## config.mk

```make
export PLATFORM = sky130hd
export DESIGN_NAME = bram_stream_reader
export DESIGN_NICKNAME = d
export VERILOG_FILES = /design/src/rtl/bram_stream_reader.sv
export SDC_FILE = /design/constraint.sdc
export NUM_CORES = 1
export LEC_CHECK = 0
export BUFFER_PORTS_ARGS = -buffer_cell sky130_fd_sc_hd__buf_2
export CAP_MARGIN = 20
export CORE_ASPECT_RATIO = 1.2
export CORE_UTILIZATION = 46
export DETAILED_ROUTE_END_ITERATION = 10
export PLACE_DENSITY = 0.95
export SYNTH_ARGS = -nofsm -noshare
export SYNTH_HDL_FRONTEND = slang
export SYNTH_SLANG_ARGS = --single-unit
export TNS_END_PERCENT = 100
```

## constraint.sdc

```tcl
create_clock -name clk -period 6 [get_ports clk]
set_input_delay 0.3 -clock clk [delete_from_list [all_inputs] [get_ports clk]]
set_output_delay 0.3 -clock clk [all_outputs]
set_load 0.1 [all_outputs]
```

## src/rtl/bram_stream_reader.sv

```systemverilog
// bram_stream_reader: read-side DMA engine for the wishbone BRAM slave.
// Walks a block of RAM words from a base address and presents each word on a
// valid/ready stream. The RAM read port has a 2-stage enabled pipeline, tracked
// here by v1/l1 (address captured) and v2/l2 (data present).
module bram_stream_reader #(
  parameter int unsigned ADDR_WIDTH = 10,
  parameter int unsigned DATA_WIDTH = 32
) (
  input  logic                  clk,
  input  logic                  rst,
  input  logic                  start,
  input  logic [31:0]           base_addr,
  input  logic [ADDR_WIDTH:0]   count,
  input  logic                  abort,
  output logic                  busy,
  output logic                  done,
  output logic                  bram_en,
  output logic [31:0]           bram_read_address,
  input  logic [DATA_WIDTH-1:0] bram_data_out,
  output logic [DATA_WIDTH-1:0] m_data,
  output logic                  m_valid,
  input  logic                  m_ready,
  output logic                  m_last
);

  localparam int unsigned CNT_WIDTH = ADDR_WIDTH + 1;

  typedef enum logic [1:0] {
    S_IDLE  = 2'd0,
    S_ISSUE = 2'd1,
    S_DRAIN = 2'd2,
    S_DONE  = 2'd3
  } state_t;

  state_t                state;
  state_t                state_nxt;
  logic [ADDR_WIDTH-1:0] addr;
  logic [CNT_WIDTH-1:0]  remaining;
  logic                  v1;
  logic                  v2;
  logic                  l1;
  logic                  l2;
  logic                  stall;
  logic                  handshake;
  logic                  accept_start;
  logic                  base_addr_unused;

  // Only the low address bits index the RAM.
  assign base_addr_unused = ^base_addr[31:ADDR_WIDTH];

  // Hold the pipeline whenever the presented word has not been taken yet.
  assign stall        = v2 & ~m_ready;
  assign handshake    = v2 & m_ready;
  assign accept_start = (state == S_IDLE) & start & ~abort;

  assign m_data            = bram_data_out;
  assign m_valid           = v2;
  assign m_last            = l2;
  assign bram_read_address = 32'(addr);

  // State register.
  always_ff @(posedge clk) begin
    if (rst) begin
      state <= S_IDLE;
    end else begin
      state <= state_nxt;
    end
  end

  // Next-state logic; abort overrides everything and drops a coincident start.
  always_comb begin
    state_nxt = state;
    case (state)
      S_IDLE: begin
        if (accept_start) begin
          state_nxt = (count == '0) ? S_DONE : S_ISSUE;
        end
      end
      S_ISSUE: begin
        if (bram_en && (remaining == CNT_WIDTH'(1))) begin
          state_nxt = S_DRAIN;
        end
      end
      S_DRAIN: begin
        if (handshake && l2) begin
          state_nxt = S_DONE;
        end
      end
      S_DONE: begin
        state_nxt = S_IDLE;
      end
      default: begin
        state_nxt = S_IDLE;
      end
    endcase
    if (abort) begin
      state_nxt = S_IDLE;
    end
  end

  // Outputs decoded from state; bram_en also follows m_ready combinationally.
  always_comb begin
    busy    = 1'b0;
    done    = 1'b0;
    bram_en = 1'b0;
    case (state)
      S_ISSUE, S_DRAIN: busy = 1'b1;
      S_DONE:           done = 1'b1;
      default:          busy = 1'b0;
    endcase
    bram_en = busy & ~stall;
  end

  // Address/remaining counters and RAM pipeline tracking bits.
  always_ff @(posedge clk) begin
    if (rst) begin
      addr      <= '0;
      remaining <= '0;
      v1        <= 1'b0;
      v2        <= 1'b0;
      l1        <= 1'b0;
      l2        <= 1'b0;
    end else if (abort) begin
      v1 <= 1'b0;
      v2 <= 1'b0;
      l1 <= 1'b0;
      l2 <= 1'b0;
    end else begin
      if (accept_start && (count != '0)) begin
        addr      <= base_addr[ADDR_WIDTH-1:0];
        remaining <= count;
      end
      if (bram_en) begin
        v2 <= v1;
        l2 <= l1;
        if (state == S_ISSUE) begin
          v1        <= 1'b1;
          l1        <= (remaining == CNT_WIDTH'(1));
          addr      <= addr + ADDR_WIDTH'(1);
          remaining <= remaining - CNT_WIDTH'(1);
        end else begin
          v1 <= 1'b0;
          l1 <= 1'b0;
        end
      end
    end
  end

endmodule

```

# Word-level counts from Yosys, hierarchy flattened
# Cells that the tools add are included.
# totals
out_inout_bits,69
wordCells,48
reg_bits,27
# op_classes
mux,15
add_sub_neg,2
n_bitwise,8
eq_ne,7
reduce_logical,9
# op_table
operator,count
$mux W11,3
$mux W10,3
$eq A11 B1 Y1 const B,1
$logic_not A11 Y1,1
$reduce_bool A11 Y1,1
$sub A11 B1 Y11 const B,1
$add A10 B1 Y10 const B,1
$mux W2,4
$pmux W2 S4,1
$ne A2 B2 Y1 const B,3
$and A1 B1 Y1,5
$eq A2 B2 Y1 const B,2
$mux W1,4
$reduce_or A2 Y1,2
$logic_and A1 B1 Y1,3
$not A1 Y1,3
$reduce_and A3 Y1,1
$eq A2 B1 Y1 const B,1
$logic_not A2 Y1,1

# Longest topological paths before layout
# depth
word_depth,7
depth_mapped,10

# Least setup slack after synthesis
# OpenSTA, ideal clock, no wires.
# synth_path
kind,register to register
startpoint,reg state[0]
endpoint,reg addr[9]
n_path_buf,1
setup_slack_ps,3300
t_arrival_ps,2561
t_required_ps,5861
setup_ps,139
path_stages_with_launch,9
synth_period_minus_slack_ps,2700
path_cell_list,dfxtp_1 > inv_1 > ha_1 > nand2_1 > nor2_1 > clkbuf_1 > a21oi_1 > o211ai_1 > o221ai_1
# synth_rtl
item,line,rtl
start: declaration,35,state_t state;
start signal: assignment,66,state <= state_nxt;
$eq A2 B1 Y1 or $eq A2 B2 Y1 (tied branches),106,case (state)
$reduce_or A2 Y1 *,106,
$mux W1 *,106,
via busy,15,"output logic busy,"
$and A1 B1 Y1 *,111,bram_en = busy & ~stall;
$mux W10 *,133,if (bram_en) begin
end signal: assignment,130,addr <= base_addr[ADDR_WIDTH-1:0];
end signal: assignment,139,addr <= addr + ADDR_WIDTH'(1);
end: declaration,37,logic [ADDR_WIDTH-1:0] addr;
# The timed path passes the listed nets; every way through them passes the cells marked *.
# A chain may end at the register's enable or synchronous reset.

# Worst setup path after layout
# layout_path
startpoint,reg state[0]
endpoint,reg remaining[7]
# layout_via
elab_chain_cells,7
# layout_rtl
item,line,rtl
$logic_not A2 Y1,54,assign accept_start = (state == S_IDLE) & start & ~abort;
$and A1 B1 Y1 (2 in series),54,
$logic_and A1 B1 Y1,129,if (accept_start && (count != '0)) begin
$mux W11,129,
$mux W11,136,if (state == S_ISSUE) begin
$mux W11 *,133,
end signal: assignment,131,remaining <= count;
end signal: assignment,140,remaining <= remaining - CNT_WIDTH'(1);
end: declaration,38,logic [CNT_WIDTH-1:0] remaining;
# Every way passes the cells marked *; elsewhere a longest branch is shown, timed or not.

==> results.json <==
{
  "fmax_ghz": 0.422,
  "met3_length_um": 424,
  "cts-root-buf": "clkbuf_8",
  "synth_top_area_share_pct": 24.2,
  "syn_avg_cell_area_um2": 7.91,
  "drtAntennaViolNets": 0,
  "worstMarginPinSlew_ps": 534,
  "synth_common_cells": "buf_4 (54), dfxtp_1 (27), nand2_1 (22), o21ai_0 (22), a21oi_1 (21)",
  "io_pins": 149,
  "rrSetupSlack_ps": 3630,
  "post_drt_wl_per_cell_um": 14.5,
  "critPathRequiredTime_ps": 6190,
  "wl_met2_um": 2450,
  "reg2reg_to": "remaining[7]$_SDFFE_PP0N_",
  "period_needed_ps": 2370,
  "synth_seq_cells": 27,
  "fin_util_pct": 46.6,
  "worstSetupPathType": "reg2reg",
  "die_w_um": 65.6,
  "critPathLaunch": "state[0]$_SDFFE_PP0P_",
  "cp-start-kind": "register",
  "io_buffers": 40,
  "synth_cell_type_count": 54,
  "synth-edff-count": 0,
  "ir_worst_vdd_mv": 0.102,
  "wl_met1_um": 1980,
  "min_path_cells": 3,
  "clkLatencyLatePin_ps": 280,
  "grt_max_degree": 21,
  "final-hold-violation-count": 0,
  "dr.max_layer_used": "met4",
  "path_max_fanout": 13,
  "multi_input_area_mm2": 0.00125,
  "leakage_uw": 0.000893,
  "rows": 27,
  "yosysWarnings": 0,
  "setup_tns_ps": 0,
  "rr_startpoint": "state[0]$_SDFFE_PP0P_",
  "hp-start": "base_addr[4]",
  "synth.largest_area_cell": "dfxtp_1",
  "first_global_vias": 1923,
  "clkSinkCount": 27,
  "gp_congestion": 0.933,
  "cts_resized": 0,
  "grt_pass1_wl_um": 8160,
  "maxSlewViolCount": 0,
  "grt_usage_pct": 20.0,
  "cts_tree": "built",
  "htreeDepth": 1,
  "layout-drive-gt1-share_pct": 19.8,
  "start_util_pct": 48.2,
  "finClkSkew_ps": 6.16,
  "n_fill_cell": 449,
  "drt_iter0_drc": 181,
  "cts_buffers": 3,
  "setup_viol": 0,
  "drc": 0,
  "die_area_mm2": 0.00513,
  "r2r_cells": 8,
  "die_h_um": 78.3,
  "arrival_ps": 2560,
  "synth_cells": 282,
  "dpl.hpwl_um": 3620,
  "synthTopCellsByArea": "dfxtp_1 (24%), buf_4 (18%), o21ai_0 (4.9%)",
  "postCtsSetupBuffers": 0,
  "gr-total-overflow": 0,
  "clkSlewWorstSetupHoldPaths_ps": 100,
  "drv_cap": 0,
  "synth-async-reset-ratio_pct": 0,
  "period_share_pct": 39.5,
  "cp-end-kind": "register",
  "antenna_found_initial": 0,
  "dr.pass1.iters": 5,
  "yosysMostFrequentCell": "buf_4",
  "area_growth_pct": -3.31,
  "num_vias": 1991,
  "rsz0062_at_grt": "false",
  "ys.flop_type": "dfxtp_1",
  "synth_seq_area_share_pct": 24.2,
  "routed_via_density": 5.84,
  "diodes": 0,
  "cp-endpoint": "remaining[7]$_SDFFE_PP0N_",
  "wl_um": 4950,
  "hp-class": "in2reg",
  "hold_buffers": 0,
  "syn_area_mm2": 0.00223,
  "seq_area_um2": 541,
  "maxSlewHeadroom_pct": 64.3,
  "status": "finished clean",
  "power.density_mw_per_mm2": 253,
  "core_mm2": 0.00463,
  "nets": 372,
  "clock_path_buffers": 2
}
## cells by family after synthesis
| group | after synthesis | share of synthesized area (%) |
|---|---|---|
| xor+xnor | 10 | 3.93 |
| other cells | 1 | 0.168 |
| fa+ha+maj | 8 | 4.49 |
| simple gates | 78 | 18.5 |
| mux | 9 | 4.04 |
| compound gates | 73 | 21.4 |
| buf+inv | 76 | 23.3 |
| flops | 27 | 24.2 |
## worst max-delay path, stage by stage, from the launching register on
cell and delay [ps]:
dfxtp_1 420, inv_1 110, ha_1 420, nand2_1 150, nor2_1 290, buf_4 270
nor2_1 80, a211o_1 290, a32o_1 250
## stage by stage
step / power, µW / instances / hold slack, ps / area [µm²] / setup WS, ps
after floorplan: 519 / 303 / 432 / 2310 / 3300
after global placement: 433 / 337 / 441 / 2110 / 3740
after detailed placement: 438 / 337 / 454 / 2110 / 3690
after CTS: 543 / 341 / 279 / 2160 / 3650
after global routing: 569 / 341 / 282 / 2160 / 3440
final: 545 / 341 / 281 / 2160 / 3630
## per-layer routing
metal | GRT usage, % | vias up
li1 | - | 929
met5 | 0 | -
met1 | 23.2 | 937
met4 | 11.5 | 0
met3 | 2.18 | 17
met2 | 34.6 | 108
## power breakdown
group | leakage [µW] | internal [µW] | total (µW) | switching, µW
Combinational | 0.000651 | 52.1 | 230 | 178
Sequential | 0.000219 | 190 | 206 | 15.7
Clock | 0.0000228 | 47.8 | 109 | 60.9
Total | 0.000893 | 290 | 545 | 255
## final cells by class
cell class | count | share of cell area, %
inverters | 11 | 1.91
flip-flops and latches | 27 | 25.1
clock buffers | 4 | 2.09
well taps | 58 | 3.36
repair buffers | 41 | 9.63
multi-input cells | 200 | 57.9
## worst min path at each step
stage / to / slack [ps]
4_1_cts: addr[4]$_SDFFE_PP0N_ / 280
5_1_grt: addr[4]$_SDFFE_PP0N_ / 280
2_1_floorplan: m_last$_SDFFE_PP0P_ / 430
3_5_place_dp: m_last$_SDFFE_PP0P_ / 450
3_3_place_gp: m_last$_SDFFE_PP0P_ / 440
6_report: addr[4]$_SDFFE_PP0N_ / 280
## state kept, by name, indices dropped and copies added, names as in the netlist
| name | count |
|---|---|
| remaining | 11 |
| addr | 10 |
| state | 2 |
| l1 | 1 |
| m_last | 1 |
| m_valid | 1 |
| v1 | 1 |
## cells in the final DEF, fill, tap and decap left out, types with 2 or more instances in the layout
master	n
a21oi_1	21
a31oi_1	3
a32oi_1	2
and3_1	2
buf_2	40
clkbuf_8	3
conb_1	22
dfxtp_1	27
ha_1	8
inv_1	11
mux2i_1	9
nand2_1	22
nand3_1	9
nand4_1	2
nor2_1	16
nor3_1	5
nor4_1	5
o21ai_0	22
o221ai_1	6
o31ai_1	3
or2_2	2
or3_1	4
or4_1	2
xnor2_1	7
xor2_1	3
Power figures use the tool's default switching activity.
